<file path="src/rtl/rx_frame_if.sv">
// rx_frame_if: symbol stream between syn, the frame controller and demodulation.
// master = the frame controller, slave = the surrounding syn/demod pair.
interface rx_frame_if #(
  parameter int AD_CVER_WIDTH = 12
);
  logic                     s_valid;
  logic [AD_CVER_WIDTH-1:0] s_data;
  logic                     s_ready;
  logic                     m_valid;
  logic [AD_CVER_WIDTH-1:0] m_data;
  logic                     m_last;
  logic                     m_ready;

  modport master (
    input  s_valid, s_data, m_ready,
    output s_ready, m_valid, m_data, m_last
  );

  modport slave (
    output s_valid, s_data, m_ready,
    input  s_ready, m_valid, m_data, m_last
  );
endinterface

</file>
<file path="src/rtl/rx_frame_ctrl.sv">
// rx_frame_ctrl: frame sequencer between the sync and demodulation stages of the PAM receiver.
// Define RX_FRAME_CTRL_REG_OUT_EN for a registered 2-entry skid buffer on the m side.
//
// state     | meaning
// IDLE      | waiting for cfg_start
// ARM       | one-cycle syn_arm pulse, symbol counter and watchdog cleared
// WAIT_SYNC | waiting for the first symbol from syn, watchdog running
// STREAM    | passing LENGTH_DATA symbols, watchdog restarts on each transfer
// GAP       | GAP_CYC empty cycles after a frame, then re-arm or stop
module rx_frame_ctrl #(
  parameter int AD_CVER_WIDTH = 12,
  parameter int LENGTH_DATA   = 1024,
  parameter int TIMEOUT_CYC   = 4096,
  parameter int GAP_CYC       = 16,
  parameter int CNT_WIDTH     = 16
) (
  input  logic                 clk,
  input  logic                 rst,
  input  logic                 cfg_start,
  input  logic                 cfg_stop,
  input  logic                 cfg_cont,
  input  logic [CNT_WIDTH-1:0] cfg_num_frames,
  output logic                 syn_arm,
  rx_frame_if.master           strm,
  output logic                 busy,
  output logic                 frame_done,
  output logic [CNT_WIDTH-1:0] frame_cnt,
  output logic                 err_timeout
);

  localparam int SW = $clog2(LENGTH_DATA);
  localparam int WW = $clog2(TIMEOUT_CYC);
  localparam int GW = $clog2(GAP_CYC + 1);
  localparam logic [WW-1:0] WD_LOAD  = WW'(TIMEOUT_CYC - 1);
  localparam logic [GW-1:0] GAP_LOAD = GW'(GAP_CYC - 1);

  typedef enum logic [2:0] {IDLE, ARM, WAIT_SYNC, STREAM, GAP} state_t;

  state_t               state;
  logic [SW-1:0]        sym_cnt;
  logic [WW-1:0]        wd_cnt;
  logic [GW-1:0]        gap_cnt;
  logic [CNT_WIDTH-1:0] target;
  logic                 stop_lat;

  logic en, last_beat, s_fire, m_fire, buf_empty;

  assign en        = (state == WAIT_SYNC) || (state == STREAM);
  assign last_beat = (sym_cnt == SW'(LENGTH_DATA - 1));
  assign syn_arm   = (state == ARM);
  assign busy      = (state != IDLE);

`ifdef RX_FRAME_CTRL_REG_OUT_EN
  logic [AD_CVER_WIDTH-1:0] buf_data [2];
  logic [1:0]               buf_last;
  logic [1:0]               buf_cnt;
  logic                     wr_ptr, rd_ptr;

  assign buf_empty    = (buf_cnt == 2'd0);
  assign strm.s_ready = en && (buf_cnt != 2'd2);
  assign strm.m_valid = !buf_empty;
  assign strm.m_data  = buf_data[rd_ptr];
  assign strm.m_last  = !buf_empty && buf_last[rd_ptr];
  assign s_fire       = strm.s_valid && strm.s_ready;
  assign m_fire       = strm.m_valid && strm.m_ready;

  // last flag is tagged on the s side so an aborted frame drains with m_last=0
  always_ff @(posedge clk) begin
    if (rst) begin
      buf_data[0] <= '0;
      buf_data[1] <= '0;
      buf_last    <= '0;
      buf_cnt     <= '0;
      wr_ptr      <= 1'b0;
      rd_ptr      <= 1'b0;
    end else begin
      if (s_fire) begin
        buf_data[wr_ptr] <= strm.s_data;
        buf_last[wr_ptr] <= last_beat;
        wr_ptr           <= !wr_ptr;
      end
      if (m_fire) rd_ptr <= !rd_ptr;
      if (s_fire && !m_fire)      buf_cnt <= buf_cnt + 2'd1;
      else if (m_fire && !s_fire) buf_cnt <= buf_cnt - 2'd1;
    end
  end
`else
  assign buf_empty    = 1'b1;
  assign strm.s_ready = strm.m_ready && en;
  assign strm.m_valid = strm.s_valid && en;
  assign strm.m_data  = en ? strm.s_data : '0;
  assign strm.m_last  = strm.m_valid && last_beat;
  assign s_fire       = strm.s_valid && strm.s_ready;
  assign m_fire       = strm.m_valid && strm.m_ready;
`endif

  always_ff @(posedge clk) begin
    if (rst) begin
      state       <= IDLE;
      sym_cnt     <= '0;
      wd_cnt      <= '0;
      gap_cnt     <= '0;
      target      <= '0;
      stop_lat    <= 1'b0;
      frame_cnt   <= '0;
      frame_done  <= 1'b0;
      err_timeout <= 1'b0;
    end else begin
      frame_done  <= 1'b0;
      err_timeout <= 1'b0;
      if (m_fire && strm.m_last) begin
        frame_done <= 1'b1;
        frame_cnt  <= frame_cnt + 1'b1;
      end
      if (cfg_stop) stop_lat <= 1'b1;
      if (s_fire)   sym_cnt  <= sym_cnt + 1'b1;

      case (state)
        IDLE: begin
          stop_lat <= 1'b0;
          if (cfg_start) begin
            state     <= ARM;
            frame_cnt <= '0;
            stop_lat  <= cfg_stop;
            target    <= (cfg_num_frames == '0) ? CNT_WIDTH'(1) : cfg_num_frames;
          end
        end
        ARM: begin
          state   <= WAIT_SYNC;
          sym_cnt <= '0;
          wd_cnt  <= WD_LOAD;
        end
        WAIT_SYNC: begin
          // an offered symbol takes priority so a start+stop pair still yields one frame
          if (strm.s_valid) begin
            state  <= STREAM;
            wd_cnt <= WD_LOAD;
          end else if (stop_lat) begin
            state <= IDLE;
          end else if (wd_cnt == '0) begin
            err_timeout <= 1'b1;
            state       <= ARM;
          end else begin
            wd_cnt <= wd_cnt - 1'b1;
          end
        end
        STREAM: begin
          if (s_fire) begin
            wd_cnt <= WD_LOAD;
            if (last_beat) begin
              state   <= GAP;
              gap_cnt <= GAP_LOAD;
            end
          end else if (wd_cnt == '0) begin
            err_timeout <= 1'b1;
            state       <= ARM;
          end else begin
            wd_cnt <= wd_cnt - 1'b1;
          end
        end
        GAP: begin
          if (buf_empty) begin
            if (gap_cnt == '0) begin
              if (stop_lat || (!cfg_cont && frame_cnt == target)) state <= IDLE;
              else                                                  state <= ARM;
            end else begin
              gap_cnt <= gap_cnt - 1'b1;
            end
          end
        end
        default: state <= IDLE;
      endcase
    end
  end

endmodule
</file>
<file path="src/flat_wrapper.sv">
// flat-port wrapper written by rule: the top's interface ports become plain ports
module rx_frame_ctrl_flat 
#(
  parameter int AD_CVER_WIDTH = 12,
  parameter int LENGTH_DATA   = 1024,
  parameter int TIMEOUT_CYC   = 4096,
  parameter int GAP_CYC       = 16,
  parameter int CNT_WIDTH     = 16
)
  (clk, rst, cfg_start, cfg_stop, cfg_cont, cfg_num_frames, syn_arm, busy, frame_done, frame_cnt, err_timeout, strm_s_valid, strm_s_data, strm_m_ready, strm_s_ready, strm_m_valid, strm_m_data, strm_m_last);
  rx_frame_if #(.AD_CVER_WIDTH(AD_CVER_WIDTH)) strm_i ();
  input  logic clk;
  input  logic rst;
  input  logic cfg_start;
  input  logic cfg_stop;
  input  logic cfg_cont;
  input  logic [CNT_WIDTH-1:0] cfg_num_frames;
  output logic syn_arm;
  output logic busy;
  output logic frame_done;
  output logic [CNT_WIDTH-1:0] frame_cnt;
  output logic err_timeout;
  input wire logic [$bits(strm_i.s_valid)-1:0] strm_s_valid;
  input wire logic [$bits(strm_i.s_data)-1:0] strm_s_data;
  input wire logic [$bits(strm_i.m_ready)-1:0] strm_m_ready;
  output wire logic [$bits(strm_i.s_ready)-1:0] strm_s_ready;
  output wire logic [$bits(strm_i.m_valid)-1:0] strm_m_valid;
  output wire logic [$bits(strm_i.m_data)-1:0] strm_m_data;
  output wire logic [$bits(strm_i.m_last)-1:0] strm_m_last;
  assign strm_i.s_valid = strm_s_valid;
  assign strm_i.s_data = strm_s_data;
  assign strm_i.m_ready = strm_m_ready;
  assign strm_s_ready = strm_i.s_ready;
  assign strm_m_valid = strm_i.m_valid;
  assign strm_m_data = strm_i.m_data;
  assign strm_m_last = strm_i.m_last;
  rx_frame_ctrl #(.AD_CVER_WIDTH(AD_CVER_WIDTH), .LENGTH_DATA(LENGTH_DATA), .TIMEOUT_CYC(TIMEOUT_CYC), .GAP_CYC(GAP_CYC), .CNT_WIDTH(CNT_WIDTH)) u_core (.clk(clk), .rst(rst), .cfg_start(cfg_start), .cfg_stop(cfg_stop), .cfg_cont(cfg_cont), .cfg_num_frames(cfg_num_frames), .syn_arm(syn_arm), .strm(strm_i), .busy(busy), .frame_done(frame_done), .frame_cnt(frame_cnt), .err_timeout(err_timeout));
endmodule
</file>
<file path="config.mk">
export PLATFORM = sky130hd
export DESIGN_NAME = rx_frame_ctrl_flat
export DESIGN_NICKNAME = d
export VERILOG_FILES = /design/src/rtl/rx_frame_if.sv /design/src/rtl/rx_frame_ctrl.sv /design/src/flat_wrapper.sv
export SDC_FILE = /design/constraint.sdc
export NUM_CORES = 1
export LEC_CHECK = 0
export BUFFER_PORTS_ARGS = -buffer_cell sky130_fd_sc_hd__buf_2
export CORE_MARGIN = 5
export CORE_UTILIZATION = 50
export DETAILED_ROUTE_END_ITERATION = 10
export PLACE_DENSITY = 0.74
export SLEW_MARGIN = 20
export SYNTH_ARGS = -nofsm -noshare
export SYNTH_HDL_FRONTEND = slang
export SYNTH_SLANG_ARGS = --single-unit
</file>
<file path="constraint.sdc">
create_clock -name clk -period 5.77 [get_ports clk]
set_input_delay 0.577 -clock clk [delete_from_list [all_inputs] [get_ports clk]]
set_output_delay 0.577 -clock clk [all_outputs]
set_load 0.005 [all_outputs]
</file>
* Word-level counts from Yosys, hierarchy flattened *
Index checks and enable logic that the tools add are counted.

word-level totals
  register bits = 65
  bits of input ports = 35

cells by class
  add/subtract/negate cells = 4
  equality and inequality tests = 13
  mux-type cells = 32
  reductions and logical operators = 23

operators by type and width
  kind                                                  count
  2-to-1 mux 16 bit                                     4
  2-to-1 mux 12 bit                                     5
  one-hot mux 12 bit (3 select lines)                   1
  2-to-1 mux 3 bit                                      7
  adder 16 x 1 -> 16 bit (second input constant)        1
  equality test 16 bit                                  1
  zero test 16 bit                                      1
  2-to-1 mux 5 bit                                      3
  one-hot mux 3 bit (5 select lines)                    1
  zero test 12 bit                                      1
  subtractor 12 x 1 -> 12 bit (second input constant)   1
  adder 10 x 1 -> 10 bit (second input constant)        1
  equality test 10 bit (second input constant)          1
  one-hot mux 5 bit (2 select lines)                    1
  2-to-1 mux 1 bit                                      9
  logical AND 1 bit                                     7
  equality test 3 x 2 -> 1 bit (second input constant)  2
  != test 2 x 1 -> 1 bit (second input constant)        3
  nonzero test 3 bit                                    2
  zero test 5 bit                                       1
  subtractor 5 x 1 -> 5 bit (second input constant)     1
  != test 2 bit (second input constant)                 2
  AND reduction 2 bit                                   2
  AND reduction 4 bit                                   1
  other kinds (11)                                      13

* Depth between registers and ports, before layout *
  word-level depth = 8
  mapped depth = 9
  gate-level depth less buffers = 7

* Worst setup path after synthesis *
Ideal clock, no wire load.

  kind = input-to-reg
  from = input port strm_s_valid
  to = register u_core.frame_cnt[5]
  library setup time = 0.070 ns
  data arrival time = 1.890 ns
  path slack = 3.810 ns
  cell stages on the path = 6
  buffers on the path = 1
  cell sequence = buf_2 -> nand4b_1 -> nor4_1 -> nand3_1 -> or3_1 -> a21oi_1

on the way
  cells in the longest elaborated chain, start to end = 6
  elaborated cells between the ends (all ways) = 7
  those cells by class = mux (3); reduce/logical (4)

ends and longest elaborated chain
  element                                      line                                      source
  start: declaration                           flat_wrapper.sv:23                        input wire logic [$bits(strm_i.s_valid)-1:0] strm_s_valid;
  logical AND 1 bit *                          rx_frame_ctrl.sv:90                       assign strm.m_valid = strm.s_valid && en;
  logical AND 1 bit, on equally long branches  rx_frame_ctrl.sv:94, rx_frame_ctrl.sv:92
  logical AND 1 bit *                          rx_frame_ctrl.sv:111                      if (m_fire && strm.m_last) begin
  2-to-1 mux 16 bit *                          rx_frame_ctrl.sv:111
  2-to-1 mux 16 bit                            rx_frame_ctrl.sv:121                      if (cfg_start) begin
  2-to-1 mux 16 bit *                          rx_frame_ctrl.sv:118                      case (state)
  end signal: assignment                       rx_frame_ctrl.sv:113                      frame_cnt <= frame_cnt + 1'b1;
  end: declaration                             rx_frame_ctrl.sv:27                       output logic [CNT_WIDTH-1:0] frame_cnt,

Every way passes the cells marked *; elsewhere a longest branch is shown, timed or not.
A chain may end at the register's enable or synchronous reset.

* Worst setup path in the final report *
  from = register u_core.state[1]
  to = output port strm_m_last

on the way
  cells in the longest elaborated chain, start to end = 4
  elaborated cells between the ends (all ways) = 5
  those cells by class = eq/ne (2); reduce/logical (3)

ends and longest elaborated chain
  element                       line                  source
  start: declaration            rx_frame_ctrl.sv:39   state_t state;
  start signal: assignment      rx_frame_ctrl.sv:99   state <= IDLE;
  start signal: assignment      rx_frame_ctrl.sv:122  state <= ARM;
  start signal: assignment      rx_frame_ctrl.sv:129  state <= WAIT_SYNC;
  equality test 3 x 2 -> 1 bit  rx_frame_ctrl.sv:48   assign en = (state == WAIT_SYNC) || (state == STREAM);
  logical OR 1 bit *            rx_frame_ctrl.sv:48
  logical AND 1 bit *           rx_frame_ctrl.sv:90
  logical AND 1 bit *           rx_frame_ctrl.sv:92   assign strm.m_last = strm.m_valid && last_beat;
  end: declaration              flat_wrapper.sv:29    output wire logic [$bits(strm_i.m_last)-1:0] strm_m_last;

Marked as above.

==> run_results.csv <==
group,metric,value,unit
worst_setup_path,endpoint_kind,"output pin",
pwr,ir_worst_vdd,0.193,mV
worst_setup_path,critical_path.cell_chain,"nor2b_1 -> and2_1 -> and2_1 -> buf_2",
synthesis,synth_common_cells,"dfxtp_1, nor2_1, xor2_1",
cts,clk_pin_slew,80,ps
pwr,p_leak,1.63,nW
cts,htreeDepth,3,
placement,dp.final_hpwl,5670,um
finish,final_cell_area,0.00387,mm^2
placement,placed_area,0.00366,mm^2
synthesis,syn_area,0.00331,mm^2
timing,drv_slew,0,
timing,setup_viol,0,
synthesis,avgSynthCellArea,8.40,um^2
cts,holdBufCountCts,0,
timing,period_share,46.5,%
global_routing,grt_pass1_wl,13300,um
timing,worst_slew_pin_slew,884,ps
worst_setup_path,path_max_fanout,17,
pwr,power_density,311,mW/mm^2
routing,dr.pass1.iters,4,
die,die_y,91.4,um
worst_setup_path,critPathKind,"reg -> out",
synthesis,yosysWarnings,0,
finish,drive_gt1_share,20.8,%
synthesis,ys_types,51,
routing,drtIter0Drc,158,
worst_setup_path,required,5190,ps
placement,place_congestion,0.841,
synthesis,synth_top_area_share,39.3,%
synthesis,synth_ff_type,"dfxtp_1",
routing,viasPerCell,5.63,
worst_setup_path,cp.arrival,2110,ps
run_status,outcome,"completed",
timing,finClkSkew,8.38,ps
cts,clockRootBuffer,"clkbuf_8",
die,design.core.area,0.00639,mm^2
cts,cts_sinks,65,
timing,min_period,2680,ps
timing,rsz0062_at_grt,"false",
global_routing,antenna_found_initial,0,
min_path,hp-class,"in -> reg",
finish,syn_to_final_growth,17.0,%
routing,drc,0,
synthesis,ys_seq_area_share,39.3,%
cts,clk_path_buf_depth,2,
placement,io_buffer_count,69,
routing,wl_met1,3560,um
finish,ff_latch_area,0.00130,mm^2
synthesis,async_flop_share,0,%
cts,worstSkewPairLatency,340,ps
synthesis,synth_edf_count,0,
finish,fillers,564,
worst_setup_path,slowest_delay,740,ps
timing,fin_tns_setup,0,ps
global_routing,grt-ovfl-total,0,
timing,slew_headroom,41.1,%
synthesis,synth_seq_cells,65,
routing,wl,7850,um
global_routing,grt_pass1_vias,2894,
synthesis,synth_nets,435,
routing,wl_per_cell,14.7,um
cts,cts_tree,"yes",
routing,route.met2.wl,3790,um
routing,wl_met3,400,um
routing,ant_nets,0,
cts,cts_buffers,9,
die,initial_core_util,51.8,%
synthesis,syn_inst,394,
worst_setup_path,cp_common_cell,"and2_1",
routing,top_layer,"met4",
finish,utilization,60.6,%
global_routing,grt_use_total,19.0,%
worst_setup_path,slowest_stage,"nor2b_1",
routing,vias,3008,
finish,nNetsFinal,493,
die,dieArea,0.00835,mm^2
cts,cts_setup_buffers,0,
die,io_pins,70,
die,dieWidth,91.4,um
timing,hold_viol,0,
job,maxCapViolCount,0,
finish,multi_input_area,0.00188,mm^2
global_routing,grt_max_degree,33,
die,placementRows,29,
finish,antenna_cells,0,
pwr,total_power,0.00120,W
timing,fmax,373,MHz
synthesis,yosysMostFrequentCell,"dfxtp_1",
synthesis,yosysTopAreaCell,"dfxtp_1",
cts,cts_resized,0,
worst_setup_path,worst_setup_path_start_kind,"flop",
synthesis,synth.area.top_cells,"dfxtp_1, xor2_1, nor2_1",
-- cells in the final DEF (no fill, tap or decap), drive strengths merged, types with 6 or more instances in the layout --
cell type,n
inv,11
nand3,10
dfxtp,65
and2,19
o21ai,10
nor4,12
buf,70
xor2,33
xnor2,9
nand2,27
nor2,42
nand2b,6
ha,6
a22o,12
a21oi,25
clkbuf,10
nand4,14
nor3,22
-- routing by layer --
layer  GRT usage (%)  vias up
li1                -     1512
met1            23.1     1407
met2            33.0       80
met3            4.63        9
met4            6.23        0
met5               0        -
-- stage by stage --
stage / instances / hold slack [ps] / setup slack [ps]
4_1_cts: 534 / 453 / 3050
5_1_grt: 534 / 450 / 2850
3_5_place_dp: 518 / 467 / 3200
6_report: 534 / 463 / 3090
3_3_place_gp: 518 / 463 / 3340
2_1_floorplan: 394 / 448 / 3810
-- cell type report --
cell class | count | area share [%]
multi-input cells | 295 | 48.4
flip-flops and latches | 65 | 33.6
repair buffers | 70 | 9.11
clock buffers | 10 | 3.55
well taps | 77 | 2.49
clock inverters | 6 | 1.74
inverters | 11 | 1.07
-- final timing paths --
path | endpoint | slack, ps | cells after the start | start
worst max-delay path | strm_m_last | 3090 | 4 | u_core.state[1]
worst min-delay path | u_core.target[15] | 460 | 2 | cfg_num_frames[15]
worst max register to register | u_core.wd_cnt[3] | 3430 | 5 | u_core.wd_cnt[4]
worst min register to register | u_core.target[11] | 480 | 2 | u_core.target[11]
-- flip-flops by register name, summed over array words and instances (netlist names) --
register,cells
u_core.frame_done,1
u_core.gap_cnt,5
u_core.stop_lat,1
u_core.state,3
u_core.wd_cnt,12
u_core.sym_cnt,10
u_core.target,16
u_core.err_timeout,1
u_core.frame_cnt,16
-- power by group --
group	switching (W)	internal [W]	leakage, nW
clock network	0.000185	0.000211	0.0868
registers	0.0000500	0.000489	0.530
logic	0.000151	0.000118	1.01
total	0.000386	0.000818	1.63
-- critical path: cells and delay by family, from the launching register on --
kind          cells  cell delay (ps)
simple gates      3             1080
flops             1              570
buf+inv           1              110
-- cell families after synthesis --
| kind of cell | share of synthesized area (%) |
|---|---|
| compound gates | 14.4 |
| simple gates | 28.2 |
| flops | 39.3 |
| mux | 0.302 |
| xor+xnor | 11.1 |
| buf+inv | 4.35 |
| fa+ha+maj | 2.27 |
Power figures use the tool's default switching activity.
